**config.mk**
```make
export PLATFORM = sky130hd
export DESIGN_NAME = week6_ex1_xor_frame_parity
export DESIGN_NICKNAME = d
export VERILOG_FILES = /design/src/rtl/week6_ex1_xor_frame_parity_pkg.sv /design/src/rtl/week6_xor_accum_reg.sv /design/src/rtl/week6_ex1_xor_frame_parity.sv
export SDC_FILE = /design/constraint.sdc
export NUM_CORES = 1
export LEC_CHECK = 0
export CAP_MARGIN = 10
export CORE_UTILIZATION = 33
export DETAILED_ROUTE_END_ITERATION = 8
export PLACE_DENSITY = 0.59
export SLEW_MARGIN = 20
export SYNTH_ARGS = -nofsm -noshare
export SYNTH_HDL_FRONTEND = slang
export SYNTH_SLANG_ARGS = --single-unit
```
**constraint.sdc**
```tcl
create_clock -name clk -period 4.04 [get_ports clk]
set_clock_uncertainty 0.2 [all_clocks]
set_input_delay 0.808 -clock clk [delete_from_list [all_inputs] [get_ports clk]]
set_output_delay 0.808 -clock clk [all_outputs]
set_load 0.02 [all_outputs]
```
**src/rtl/week6_ex1_xor_frame_parity_pkg.sv**
```systemverilog
// ============================================================================
// Module : week6_ex1_xor_frame_parity_pkg
// Brief  : Shared types for the week-6 frame-parity block. Holds the FSM
//          state encoding used by the top and by later handshake blocks.
// Rev    : 1.0  initial release
// ============================================================================
`default_nettype none

package week6_ex1_xor_frame_parity_pkg;

  // Width of the state register.
  localparam int STATE_W = 2;

  // FSM state encoding. These values are shared with the other week-6
  // handshake blocks, so they must not be renumbered.
  //   S_IDLE  : waiting for the first word of a frame
  //   S_ACCUM : frame in progress, folding words into the accumulator
  //   S_HOLD  : frame complete, result held until the sink takes it
  typedef enum logic [STATE_W-1:0] {
    S_IDLE  = 2'd0,
    S_ACCUM = 2'd1,
    S_HOLD  = 2'd2
  } state_e;

endpackage : week6_ex1_xor_frame_parity_pkg

`default_nettype wire

```
**src/rtl/week6_xor_accum_reg.sv**
```systemverilog
// ============================================================================
// Module : week6_xor_accum_reg
// Brief  : WIDTH-bit XOR accumulator register. It can be cleared, loaded
//          with a fresh word, or XOR-folded with the incoming word.
//          Priority, highest first: clear, load, xor_en.
// Ports  : clk       - clock, rising edge
//          rst_n     - asynchronous active-low reset (acc -> 0)
//          clear_i   - synchronous clear (acc -> 0)
//          load_i    - acc <= data_i
//          xor_en_i  - acc <= acc ^ data_i
//          data_i    - incoming word
//          acc_o     - current accumulator value
// Rev    : 1.0  initial release
// ============================================================================
`default_nettype none

module week6_xor_accum_reg #(
  parameter int WIDTH = 8
) (
  input  logic             clk,
  input  logic             rst_n,
  input  logic             clear_i,
  input  logic             load_i,
  input  logic             xor_en_i,
  input  logic [WIDTH-1:0] data_i,
  output logic [WIDTH-1:0] acc_o
);

  logic [WIDTH-1:0] acc_q;

  // The accumulator has no guard bits. XOR cannot overflow, so the register
  // stays exactly WIDTH bits wide. Unknown bits on data_i are not masked:
  // they propagate into acc_q, so a corrupted source is visible downstream.
  always_ff @(posedge clk or negedge rst_n) begin
    if (!rst_n) begin
      acc_q <= '0;
    end else if (clear_i) begin
      acc_q <= '0;
    end else if (load_i) begin
      acc_q <= data_i;
    end else if (xor_en_i) begin
      acc_q <= acc_q ^ data_i;
    end
  end

  assign acc_o = acc_q;

endmodule : week6_xor_accum_reg

`default_nettype wire

```
**src/rtl/week6_ex1_xor_frame_parity.sv**
```systemverilog
// ============================================================================
// Module : week6_ex1_xor_frame_parity
// Brief  : Streaming frame parity generator/checker. Folds FRAME_LEN
//          consecutive WIDTH-bit words together with XOR and presents the
//          XOR word plus a parity bit. Both sides use a valid/ready
//          handshake.
// Params : WIDTH      - data word width (>=1)
//          FRAME_LEN  - words per frame (>=1)
//          ODD_PARITY - 0: out_parity = ^out_word, 1: out_parity = ~^out_word
// Ports  : clk, rst_n          - clock / asynchronous active-low reset
//          clr                 - synchronous frame abort; beats accept/deliver
//          in_valid/in_data    - word source
//          in_ready            - a word can be accepted this cycle
//          out_valid/out_ready - frame-result handshake
//          out_word/out_parity - frame XOR and its parity
//          word_count          - words accepted in the current frame
// Rev    : 1.0  initial release
// ============================================================================
`default_nettype none

module week6_ex1_xor_frame_parity
  import week6_ex1_xor_frame_parity_pkg::*;
#(
  parameter int WIDTH      = 8,
  parameter int FRAME_LEN  = 4,
  parameter bit ODD_PARITY = 1'b0
) (
  input  logic                           clk,
  input  logic                           rst_n,
  input  logic                           clr,
  input  logic                           in_valid,
  input  logic [WIDTH-1:0]               in_data,
  output logic                           in_ready,
  output logic                           out_valid,
  input  logic                           out_ready,
  output logic [WIDTH-1:0]               out_word,
  output logic                           out_parity,
  output logic [$clog2(FRAME_LEN+1)-1:0] word_count
);

  localparam int                CNT_W    = $clog2(FRAME_LEN + 1);
  localparam logic [CNT_W-1:0]  CNT_ONE  = CNT_W'(1);
  // Count value at which the accepted word completes the frame.
  localparam logic [CNT_W-1:0]  CNT_LAST = CNT_W'(FRAME_LEN - 1);
  // A one-word frame skips ACCUM and goes straight to HOLD.
  localparam state_e            FIRST_NEXT = (FRAME_LEN == 1) ? S_HOLD : S_ACCUM;

  state_e           state_q, state_d;
  logic [CNT_W-1:0] cnt_q, cnt_d;

  logic             acc_clear;
  logic             acc_load;
  logic             acc_xor;
  logic [WIDTH-1:0] acc;

  logic             accept;
  logic             deliver;

  // --------------------------------------------------------------------------
  // Handshake decode. in_ready and out_valid depend only on state, so there
  // is no combinational path from the inputs to either handshake output.
  // --------------------------------------------------------------------------
  assign in_ready  = (state_q == S_IDLE) || (state_q == S_ACCUM);
  assign out_valid = (state_q == S_HOLD);

  // clr wins over both handshakes: a word offered together with clr is
  // dropped, and a pending result is discarded rather than delivered.
  assign accept  = in_valid  & in_ready  & ~clr;
  assign deliver = out_valid & out_ready & ~clr;

  // --------------------------------------------------------------------------
  // State and counter registers
  // --------------------------------------------------------------------------
  always_ff @(posedge clk or negedge rst_n) begin
    if (!rst_n) begin
      state_q <= S_IDLE;
      cnt_q   <= '0;
    end else begin
      state_q <= state_d;
      cnt_q   <= cnt_d;
    end
  end

  // --------------------------------------------------------------------------
  // Next-state logic and accumulator controls
  // --------------------------------------------------------------------------
  always_comb begin
    state_d   = state_q;
    cnt_d     = cnt_q;
    acc_clear = 1'b0;
    acc_load  = 1'b0;
    acc_xor   = 1'b0;

    if (clr) begin
      state_d   = S_IDLE;
      cnt_d     = '0;
      acc_clear = 1'b1;
    end else begin
      case (state_q)
        S_IDLE: begin
          // The first word loads the accumulator directly. This makes the
          // result independent of whatever acc held before the frame.
          if (accept) begin
            acc_load = 1'b1;
            cnt_d    = CNT_ONE;
            state_d  = FIRST_NEXT;
          end
        end

        S_ACCUM: begin
          // Gap cycles (no accept) leave both acc and cnt untouched.
          if (accept) begin
            acc_xor = 1'b1;
            cnt_d   = cnt_q + CNT_ONE;
            if (cnt_q == CNT_LAST) begin
              state_d = S_HOLD;
            end
          end
        end

        S_HOLD: begin
          if (deliver) begin
            state_d   = S_IDLE;
            cnt_d     = '0;
            acc_clear = 1'b1;
          end
        end

        default: begin
          // The unused encoding recovers to a clean, empty frame.
          state_d   = S_IDLE;
          cnt_d     = '0;
          acc_clear = 1'b1;
        end
      endcase
    end
  end

  // --------------------------------------------------------------------------
  // Accumulator
  // --------------------------------------------------------------------------
  week6_xor_accum_reg #(
    .WIDTH (WIDTH)
  ) u_accum (
    .clk      (clk),
    .rst_n    (rst_n),
    .clear_i  (acc_clear),
    .load_i   (acc_load),
    .xor_en_i (acc_xor),
    .data_i   (in_data),
    .acc_o    (acc)
  );

  // --------------------------------------------------------------------------
  // Outputs
  // --------------------------------------------------------------------------
  // The result is only exposed in HOLD. Partial sums are never visible, so
  // out_word reads zero outside HOLD. Under reset this also makes out_parity
  // equal to ODD_PARITY.
  assign out_word   = (state_q == S_HOLD) ? acc : '0;
  assign out_parity = ODD_PARITY ? ~^out_word : ^out_word;
  assign word_count = cnt_q;

endmodule : week6_ex1_xor_frame_parity

`default_nettype wire

```
==> implementation parameters, run 1 <==
Parameter                              Value

Worst hold path
  Endpoint, Worst Hold ... word_count[2]$_DFFE_PN0P_
  Number of cells on the worst hold path ... 2
  Min-delay src ... word_count[2]$_DFFE_PN0P_
  Type of the most critical hold path ... reg2reg

Cells and area
  Filler-free cell count of the finished design ... around 140
  # diodes ... 0
  Layout overhead on the synthesized area ... 36.01%
  Net count of the finished layout ... 123
  Fraction of layout cells with a size suffix above 1 ... 11.21%
  Fillers ... 231
  Combined area of the multi-input logic cells ... 446.7 sq um
  Area occupied by registers ... roughly 330 sq um

Yosys
  Count of yosys warnings during synthesis ... 0
  Post-Synthesis Cell Area ... 809.5 sq um
  Gate Count Post-Synth ... 80
  Most instantiated library cell after synthesis ... sky130_fd_sc_hd__dfrtp_1
  Flop and latch count out of synthesis ... 13
  FFs w/ async S/R, synth ... 100.0%
  Post-synth cell types ... 27
  Dominant synthesized flop cell ... sky130_fd_sc_hd__dfrtp_1
  Share of synthesized area occupied by flip-flops and latches ... between 40% and 50%
  Yosys top cell area share ... between 40 and 50%
  Library cell occupying the most area in the post-synthesis netlist ... sky130_fd_sc_hd__dfrtp_1
  Number of enable-type register cells in the synthesized netlist ... 0
  Most numerous cell types in the synthesized netlist ... sky130_fd_sc_hd__dfrtp_1, sky130_fd_sc_hd__nand2_1, sky130_fd_sc_hd__and2_1, sky130_fd_sc_hd__xnor2_1, sky130_fd_sc_hd__o21bai_1
  Leading post-synthesis cells by cell area ... sky130_fd_sc_hd__dfrtp_1, sky130_fd_sc_hd__xnor2_1, sky130_fd_sc_hd__and2_1
  Post-Synthesis Mean Instance Area ... between 10 and 15 sq um
  Post-Synthesis Net Count ... 95

Global route
  Overall fraction of global-route tracks in use ... 16.07%
  Number of global-route vias before repair ... about 620
  Number of antenna violations at the first check in global routing ... 0
  Total overflow reported by the global router ... 0
  Largest net degree at the start of global routing ... 19
  Wire length of the first global-routing pass ... 3056 microns

Power and ir drop
  Power Density ... 261.8 nW/um^2
  Maximum ir drop on the vdd rail ... 0.1959 mV
  Static leakage ... 0.0004452 uW

Die
  Core region area ... 2255 sq um
  Die footprint ... between 2000 and 3000 sq um
  Top Ports ... 27
  Die boundary width ... 51.53 microns
  Effective utilization at floorplan ... a little over a third
  Count of standard-cell rows ... 17
  Die boundary height ... 51.53 microns

Setup path
  R2r startpoint ... state_q[0]$_DFFE_PN0P_
  Slowest stage delay, CP ... 0.61 ns
  Critical-path cell list ... nor2_1 -> and2_1 -> clkdlybuf4s50_1
  Data arrival time of the critical path ... 2.21 ns
  Crit Path Class ... reg2out
  Worst-path cell with the longest stage delay ... sky130_fd_sc_hd__clkdlybuf4s50_1
  Critical Path Sink Type ... output port
  Worst reg2reg path endpoint ... word_count[0]$_DFFE_PN0P_
  Setup slack on the worst flop-to-flop path ... 1.94 ns
  Type of element launching the critical path ... flip-flop
  Register-to-Register Path Depth ... 4
  CP required ... 3.03 ns
  Crit Path Max Fanout ... 18

CTS
  H-tree depth ... 1
  TritonCTS clock tree ... done
  Maximum root-to-sink buffer count ... 2
  Later-pin clock latency in the skew report ... 0.28 ns
  TritonCTS sink count ... 13
  TritonCTS buffer count ... 3
  Buffers inserted by post-CTS timing repair ... 0
  Clock tree root buffer cell ... sky130_fd_sc_hd__clkbuf_4
  Post_cts resized ... 0
  Count of hold-fix buffers inserted at cts ... 0
  Clock transition time at the flip-flop clock pins of the worst setup and hold paths ... around 0.08 ns

Drt
  Via count of the routed design ... 675
  Routed Antenna Nets ... 0
  Total Wirelength ... 1848 microns
  Avg WL per Cell ... 13.69 microns
  Starting DRT DRC Count ... 8
  Vias per inst ... 5.000
  Iteration count of the initial detailed-routing pass ... 4
  DRC errors left ... 0

Timing
  Count of final hold-check violations ... 0
  Slew of the pin with the lowest slew margin ... 0.6016 ns
  RSZ-0062 raised after global routing ... no
  Final number of setup-violating endpoints ... 0
  Final critical-path share of the clock period ... between 70% and 80%
  Worst-case setup margin in the final layout ... just over 0.8 ns
  Achievable clock frequency ... around 0.31 GHz
  Max-slew headroom ... 59.77%
  Count of pins over their slew limit ... 0
  Final worst path period need ... roughly 3.2 ns
  Summed negative setup slack over all endpoints ... 0 ns

Place
  Port buffer count ... 26
  Detailed Place HPWL ... 1257 microns
  Pre-CTS worst setup slack ... 1.117 ns
  Number of instances in the placed design ... 131
  RePlAce Congestion ... between 0.7 and 0.8

Outcome
  Result of the run ... finished, final reports clean

Run
  Max-capacitance violation count ... 0
power by group:
group / total, uW / switching (uW) / internal, uW
Combinational: 59.6 / 25.4 / 34.2
Sequential: 148 / 10.9 / 137
Clock: 80.3 / 42.0 / 38.3
cell families after synthesis:
group                    Yosys count  share of synthesized area, %
adder cells (fa/ha/maj)            2                         3.091
XOR/XNOR                           9                         9.738
flip-flops                        13                         40.19
buffers and inverters              5                         4.637
AND/OR/NAND/NOR                   30                         19.63
AO/OA/AOI/OAI                     21                         22.72
worst max-delay path by stage:
| stage | from | endpoint | slack, ns | depth (start not counted) |
|---|---|---|---|---|
| after CTS | state_q[0]$_DFFE_PN0P_ | out_word[5] | 0.81 | 3 |
| after floorplan | state_q[1]$_DFFE_PN0P_ | out_word[0] | 1.68 | 3 |
| final | state_q[0]$_DFFE_PN0P_ | out_word[0] | 0.82 | 3 |
| after global routing | state_q[0]$_DFFE_PN0P_ | out_word[0] | 0.65 | 3 |
| after global placement | state_q[0]$_DFFE_PN0P_ | out_word[2] | 1.13 | 3 |
| after detailed placement | state_q[0]$_DFFE_PN0P_ | out_word[5] | 1.12 | 3 |
sequential cells by signal, indices dropped and copies added, names as in the netlist:
signal and count:
state_q 2, u_accum.acc_o 8, word_count 3
critical path, delay by kind of cell (launching register included):
family | cells | cell delay, ns
simple gates | 2 | 0.73
flops | 1 | 0.58
buf+inv | 1 | 0.61
routing by layer:
| layer | up-vias | wire (microns) | global-route usage [%] |
|---|---|---|---|
| met3 | 2 | 111 | 5.556 |
| met2 | 19 | 821 | 24.03 |
| met1 | 314 | 897 | 20.91 |
| met4 | 0 | 17 | 6.757 |
| met5 | - | 0 | 0 |
| li1 | 340 | - | - |
final cells by class:
class,instances,area share [%]
Clock buffer,4,2.386
Inverter,2,0.6818
Multi-Input combinational cell,62,40.57
Sequential cell,13,29.55
Tap cell,28,3.182
Timing Repair Buffer,26,23.64
cells in the final DEF, fill, tap and decap left out, types with 3 or more instances in the layout:
cell / instances
sky130_fd_sc_hd__dfrtp_1: 13
sky130_fd_sc_hd__a32o_1: 3
sky130_fd_sc_hd__nand2_1: 12
sky130_fd_sc_hd__and2_1: 8
sky130_fd_sc_hd__clkbuf_4: 3
sky130_fd_sc_hd__a32o_2: 3
sky130_fd_sc_hd__xnor2_1: 7
sky130_fd_sc_hd__clkdlybuf4s50_1: 26
sky130_fd_sc_hd__o21bai_1: 6
through the flow:
stage | utilization (%) | hold slack (ns) | power (uW) | instance area (sq um)
after floorplan | - | 0.3107 | 187.3 | 809.5
after global placement | 47.67 | 0.2920 | 211.1 | 1075
after detailed placement | 47.67 | 0.3110 | 210.9 | 1075
after CTS | 48.83 | 0.3277 | 294.5 | 1101
after global routing | 48.83 | 0.3491 | 308.7 | 1101
final | 48.83 | 0.3192 | 288.3 | 1101
Power figures use the tool's default switching activity.
==> inputs of run 2 (changes only) <==
==> constraint.sdc (replaced) <==
create_clock -name clk -period 3.35 [get_ports clk]
set_clock_uncertainty 0.2 [all_clocks]
set_input_delay 0.67 -clock clk [delete_from_list [all_inputs] [get_ports clk]]
set_output_delay 0.67 -clock clk [all_outputs]
set_load 0.02 [all_outputs]
==> run 2 against run 1 <==
Global-route usage rose by 0.082 points. Total power rose by 22%. Die area did not move. Cell area rose by 1.4%. Critical path type unchanged. Register-to-register slack got worse by 0.60 ns. First-iteration DRC count fell by 63%. Worst hold slack barely moved. Setup slack got worse by 0.41 ns. Largest power group unchanged. Sequential cell count did not move. Core utilization rose by 0.67 points. Sequential share of layout area fell by 0.40 points.
==> implementation parameters, run 2 (same netlist as run 1, synthesis figures left out) <==
Parameter                              Value

Global route
  Overall fraction of global-route tracks in use ... ~16%
  Wire length of the first global-routing pass ... 3077 microns
  Largest net degree at the start of global routing ... 18
  Total overflow reported by the global router ... 0
  Number of global-route vias before repair ... 670
  Number of antenna violations at the first check in global routing ... 0

Timing
  Hold Slack ... 0.3196 ns
  Final critical-path share of the clock period ... 87.57%
  Max-slew headroom ... 56.65%
  Count of pins over their slew limit ... 0
  Final number of setup-violating endpoints ... 0
  Slew of the pin with the lowest slew margin ... 0.6482 ns
  RSZ-0062 raised after global routing ... no
  Final worst path period need ... 2.934 ns
  Count of final hold-check violations ... 0
  Achievable clock frequency ... roughly 0.34 GHz
  Summed negative setup slack over all endpoints ... 0 ns

CTS
  TritonCTS sink count ... 13
  Buffers inserted by post-CTS timing repair ... 0
  Clock transition time at the flip-flop clock pins of the worst setup and hold paths ... 0.08 ns
  Count of hold-fix buffers inserted at cts ... 0
  Clock tree root buffer cell ... sky130_fd_sc_hd__clkbuf_4
  TritonCTS clock tree ... done
  Maximum root-to-sink buffer count ... 2
  Later-pin clock latency in the skew report ... about 0.27 ns
  Post_cts resized ... 0
  TritonCTS buffer count ... 3
  H-tree depth ... 1

Cells and area
  Filler-free cell count of the finished design ... 137
  Final Cell Area ... 1116 sq um
  Combined area of the multi-input logic cells ... 446.7 sq um
  # diodes ... 0
  Area occupied by registers ... 325.3 sq um
  Fillers ... 234
  Net count of the finished layout ... approximately 130
  Fraction of layout cells with a size suffix above 1 ... 12.84%
  Most common cell after layout, fill and taps aside ... sky130_fd_sc_hd__clkdlybuf4s50_1
  Max FFs per register ... 8
  Top library cells by usage in the layout, fill and taps aside ... sky130_fd_sc_hd__clkdlybuf4s50_1, sky130_fd_sc_hd__dfrtp_1, sky130_fd_sc_hd__nand2_1
  Layout overhead on the synthesized area ... 37.87%

Drt
  Avg WL per Cell ... 14.03 microns
  Starting DRT DRC Count ... 3
  Via count of the routed design ... 705
  Vias per inst ... 5.146
  Routed Antenna Nets ... 0
  DRC errors left ... 0
  Total Wirelength ... 1922 microns
  Iteration count of the initial detailed-routing pass ... 4

Place
  Standard cell area after detailed placement ... between 1000 and 1500 sq um
  Number of instances in the placed design ... 133
  Port buffer count ... 26
  Detailed Place HPWL ... 1340 microns
  RePlAce Congestion ... 0.7375

Die
  Effective utilization at floorplan ... 35.90%
  Die boundary height ... 51.53 microns
  Count of standard-cell rows ... 17
  Top Ports ... 27
  Die footprint ... 2655 sq um
  Core region area ... 2255 sq um
  Die boundary width ... about 52 microns

Setup path
  Register-to-Register Path Depth ... 5
  Critical Path Sink Type ... output port
  Crit Path Max Fanout ... 9
  Critical-path cell list ... inv_1 -> nor2_1 -> and2_1 -> clkdlybuf4s50_1
  Slowest stage delay, CP ... 0.60 ns
  Crit Path Class ... reg2out
  Type of element launching the critical path ... flip-flop
  Data arrival time of the critical path ... roughly 2 ns
  Worst-path cell with the longest stage delay ... sky130_fd_sc_hd__clkdlybuf4s50_1
  CP required ... between 2 and 2.5 ns

Power and ir drop
  Static leakage ... ~0.00046 uW
  Maximum ir drop on the vdd rail ... 0.2392 mV
  Power Density ... approximately 320 nW/um^2

Worst hold path
  Number of cells on the worst hold path ... 2
  Type of the most critical hold path ... reg2reg

Run
  Max-capacitance violation count ... 0

Outcome
  Result of the run ... finished, final reports clean
[run 2: cell count changes in the layout (fill, tap and decap cells not counted)]
cell,change
sky130_fd_sc_hd__buf_4,+2
[run 2: worst paths after layout]
| kind | from | to | slack, ns |
|---|---|---|---|
| setup / recovery | state_q[1]$_DFFE_PN0P_ | out_word[2] | 0.42 |
| hold / removal | word_count[1]$_DFFE_PN0P_ | word_count[1]$_DFFE_PN0P_ | 0.32 |
| setup reg to reg | state_q[0]$_DFFE_PN0P_ | word_count[0]$_DFFE_PN0P_ | 1.34 |
| hold reg to reg | word_count[1]$_DFFE_PN0P_ | word_count[1]$_DFFE_PN0P_ | 0.32 |
| max in group asynchronous | rst_n | u_accum.acc_o[1]$_DFFE_PN0P_ | 1.95 |
| min in group asynchronous | rst_n | u_accum.acc_o[4]$_DFFE_PN0P_ | 0.59 |
[run 2: cell type report]
cell class | instances | share of cell area (%)
flip-flops and latches | 13 | 29.15
repair buffers | 28 | 24.66
well taps | 28 | 3.139
inverters | 2 | 0.6726
multi-input cells | 62 | 40.02
clock buffers | 4 | 2.354
[run 2: worst max-delay path, delay by kind of cell, from the launching register on]
family / cells / cell delay [ns]
buffers and inverters: 2 / 0.72
and+or+nand+nor: 2 / 0.62
DFF: 1 / 0.46
[run 2: report_power, final]
part | internal [uW] | leakage [uW] | switching (uW)
Sequential | 166 | 0.000173 | 9.78
Clock | 46.1 | 0.0000150 | 52.9
Combinational | 43.1 | 0.000268 | 35.3
[run 2: layer usage]
metal  track usage, %  vias to the layer above  wire length, microns
met5                0                        -                     0
met4            8.559                        0                    12
met3            3.801                        2                    76
met2            24.68                       19                   920
met1            20.99                      341                   912
li1                 -                      343                     -
[run 2: through the flow]
| stage | worst slack, ns | utilization, % | total power [uW] |
|---|---|---|---|
| 3_5_place_dp | 0.7209 | 48.34 | 258.0 |
| 6_report | 0.4165 | 49.50 | 353.0 |
| 3_3_place_gp | 0.7905 | 48.34 | 256.2 |
| 2_1_floorplan | 1.127 | - | 225.8 |
| 4_1_cts | 0.4046 | 49.50 | 359.3 |
| 5_1_grt | 0.2542 | 49.50 | 375.6 |
==> inputs of run 3 (changes only) <==
--- a/config.mk
+++ b/config.mk
@@ -8,8 +8,9 @@
 export CAP_MARGIN = 10
 export CORE_UTILIZATION = 33
 export DETAILED_ROUTE_END_ITERATION = 8
-export PLACE_DENSITY = 0.59
+export PLACE_DENSITY = 0.58
 export SLEW_MARGIN = 20
 export SYNTH_ARGS = -nofsm -noshare
 export SYNTH_HDL_FRONTEND = slang
+export SYNTH_HIERARCHICAL = 1
 export SYNTH_SLANG_ARGS = --single-unit
==> run 3 against run 2 <==
Cell area rose by 5.7%. Final cell count rose by 12%. Wire length fell by 1.9%. Global-route usage decreased by 0.88 points. Total power fell by 2.9%. Worst hold slack improved by 0.014 ns. Clock power about the same. Critical path depth increased by 1. Largest power group unchanged. Highest routed layer unchanged.
==> implementation parameters, run 3 <==
Parameter                              Value

CTS
  Post_cts resized ... 0
  H-tree depth ... 1
  Clock transition time at the flip-flop clock pins of the worst setup and hold paths ... 0.07 ns
  TritonCTS buffer count ... 3
  Later-pin clock latency in the skew report ... 0.28 ns
  Maximum root-to-sink buffer count ... 2
  TritonCTS sink count ... 13
  Clock tree root buffer cell ... sky130_fd_sc_hd__clkbuf_4
  TritonCTS clock tree ... done
  Buffers inserted by post-CTS timing repair ... 0
  Count of hold-fix buffers inserted at cts ... 0

Drt
  Via count of the routed design ... 759
  Avg WL per Cell ... 12.24 microns
  Iteration count of the initial detailed-routing pass ... 2
  Routed Antenna Nets ... 0
  DRC errors left ... 0
  Vias per inst ... 4.929
  Total Wirelength ... 1885 microns
  Starting DRT DRC Count ... 3

Die
  Die boundary height ... 53.45 microns
  Die footprint ... 2856 sq um
  Die boundary width ... 53.45 microns
  Top Ports ... 27
  Count of standard-cell rows ... 18
  Effective utilization at floorplan ... 34.93%
  Core region area ... 2500 sq um

Global route
  Number of global-route vias before repair ... 681
  Wire length of the first global-routing pass ... roughly 3100 microns
  Met2 demand-to-capacity share in global routing ... 25.42%
  Global route hottest layer ... met2
  Met1 routing resource usage after global routing ... 19.03%
  Global routing met3 resource utilization ... 3.448%
  Overall fraction of global-route tracks in use ... 15.27%
  Largest net degree at the start of global routing ... 19
  Number of antenna violations at the first check in global routing ... 0
  Total overflow reported by the global router ... 0

Timing
  Slew of the pin with the lowest slew margin ... 0.6108 ns
  Hold Slack ... 0.3337 ns
  Final number of setup-violating endpoints ... 0
  Worst-case setup margin in the final layout ... 0.5286 ns
  Max-slew headroom ... 59.15%
  Final worst path period need ... about 2.8 ns
  Count of final hold-check violations ... 0
  Count of pins over their slew limit ... 0
  RSZ-0062 raised after global routing ... no
  Summed negative setup slack over all endpoints ... 0 ns
  Achievable clock frequency ... 0.3544 GHz
  Final critical-path share of the clock period ... about 84%

Setup path
  Crit Path Class ... reg2out
  Data arrival time of the critical path ... about 2 ns
  Register-to-Register Path Depth ... 4
  Critical Path Sink Type ... output port
  Crit Path Max Fanout ... 4
  Setup slack on the worst flop-to-flop path ... 1.70 ns
  R2r startpoint ... state_q[0]$_DFFE_PN0P_
  Type of element launching the critical path ... flip-flop
  Worst reg2reg path endpoint ... u_accum/acc_o[4]$_DFFE_PN0P_
  CP required ... 2.48 ns

Yosys
  Post-Synthesis Net Count ... 112
  FFs w/ async S/R, synth ... between 90% and 100%
  Post-synth cell types ... 28
  Gate Count Post-Synth ... 97
  Count of yosys warnings during synthesis ... 6
  Most numerous cell types in the synthesized netlist ... sky130_fd_sc_hd__dfrtp_1, sky130_fd_sc_hd__a21oi_1, sky130_fd_sc_hd__nand2_1, sky130_fd_sc_hd__nand3b_1
  Number of enable-type register cells in the synthesized netlist ... 0
  Most instantiated library cell after synthesis ... sky130_fd_sc_hd__dfrtp_1
  Post-Synthesis Cell Area ... ~870 sq um
  Post-Synthesis Mean Instance Area ... 9.003 sq um
  Share of synthesized area occupied by flip-flops and latches ... 37.25%
  Yosys top cell area share ... between 30% and 40%
  Dominant synthesized flop cell ... sky130_fd_sc_hd__dfrtp_1
  Flop and latch count out of synthesis ... 13
  Library cell occupying the most area in the post-synthesis netlist ... sky130_fd_sc_hd__dfrtp_1
  Leading post-synthesis cells by cell area ... sky130_fd_sc_hd__dfrtp_1, sky130_fd_sc_hd__nand3b_1, sky130_fd_sc_hd__a21oi_1

Cells and area
  Top library cells by usage in the layout, fill and taps aside ... sky130_fd_sc_hd__clkdlybuf4s50_1, sky130_fd_sc_hd__dfrtp_1, sky130_fd_sc_hd__nand2_1, sky130_fd_sc_hd__a21oi_1, sky130_fd_sc_hd__nand3b_1
  Fraction of layout cells with a size suffix above 1 ... 9.677%
  Most common cell after layout, fill and taps aside ... sky130_fd_sc_hd__clkdlybuf4s50_1
  Layout overhead on the synthesized area ... 35.10%
  # diodes ... 0
  Max FFs per register ... 8
  Net count of the finished layout ... 140

Power and ir drop
  Power Density ... 290.6 nW/um^2
  Maximum ir drop on the vdd rail ... between 0.2 and 0.3 mV
  Static leakage ... 0.0004859 uW

Place
  Detailed Place HPWL ... 1338 microns
  Pre-CTS worst setup slack ... approximately 0.82 ns
  Port buffer count ... 26
  RePlAce Congestion ... around 0.70

Run
  Max-capacitance violation count ... 0

Worst hold path
  Min-delay src ... word_count[1]$_DFFE_PN0P_
  Type of the most critical hold path ... reg2reg
  Number of cells on the worst hold path ... 1
  Endpoint, Worst Hold ... word_count[1]$_DFFE_PN0P_

Outcome
  Result of the run ... finished, final reports clean
-- run 3: layer usage --
metal	vias to the layer above	share of wire (%)
met5	-	0
met4	0	1.1
met3	2	3.5
met2	19	47
met1	352	48
li1	386	-
-- run 3: worst max path at each step --
stage | start | endpoint | cells past startpoint
floorplan | u_accum/acc_o[7]$_DFFE_PN0P_ | out_parity | 4
global placement | u_accum/acc_o[7]$_DFFE_PN0P_ | out_parity | 5
detailed placement | u_accum/acc_o[7]$_DFFE_PN0P_ | out_parity | 5
CTS | u_accum/acc_o[7]$_DFFE_PN0P_ | out_parity | 5
global route | u_accum/acc_o[7]$_DFFE_PN0P_ | out_parity | 5
finish | u_accum/acc_o[7]$_DFFE_PN0P_ | out_parity | 5
-- run 3: metrics by stage --
| step | utilization (%) | instance area [sq um] | std cells | power [uW] |
|---|---|---|---|---|
| 2_1_floorplan | - | 873.3 | 97 | 218.2 |
| 6_report | 47.20 | 1180 | 154 | 342.9 |
| 3_5_place_dp | 46.15 | 1154 | 150 | 247.0 |
| 4_1_cts | 47.20 | 1180 | 154 | 350.5 |
| 5_1_grt | 47.20 | 1180 | 154 | 363.9 |
| 3_3_place_gp | 46.15 | 1154 | 150 | 245.9 |
-- run 3: cells by family after synthesis --
group / after synthesis / share of synthesized area, %
adder cells (fa/ha/maj): 2 / 2.865
AO/OA/AOI/OAI: 20 / 12.89
AND/OR/NAND/NOR: 47 / 33.95
flip-flops: 13 / 37.25
buffers and inverters: 7 / 4.870
multiplexers: 1 / 1.146
XOR/XNOR: 7 / 7.020
-- run 3: power by group --
part / internal [uW] / switching (uW)
Clock: 46.2 / 53.8
Sequential: 164 / 9.65
Combinational: 37.9 / 31.2
-- run 3: layout make-up --
| cell class | count | area [sq um] |
|---|---|---|
| clock buffer | 4 | 26.28 |
| fill | 265 | 1320 |
| inverter | 3 | 11.26 |
| multi-input combinational | 77 | 511.7 |
| sequential | 13 | 325.3 |
| tap | 30 | 37.54 |
| timing repair buffer | 27 | 267.8 |
-- run 3: worst max-delay path, cell delays in order (launching register included) --
cell and delay (ns):
sky130_fd_sc_hd__dfrtp_1 0.41, sky130_fd_sc_hd__xor2_1 0.18, sky130_fd_sc_hd__xnor2_1 0.25, sky130_fd_sc_hd__xnor2_1 0.12, sky130_fd_sc_hd__nor3_2 0.10, sky130_fd_sc_hd__clkdlybuf4s50_1 0.62
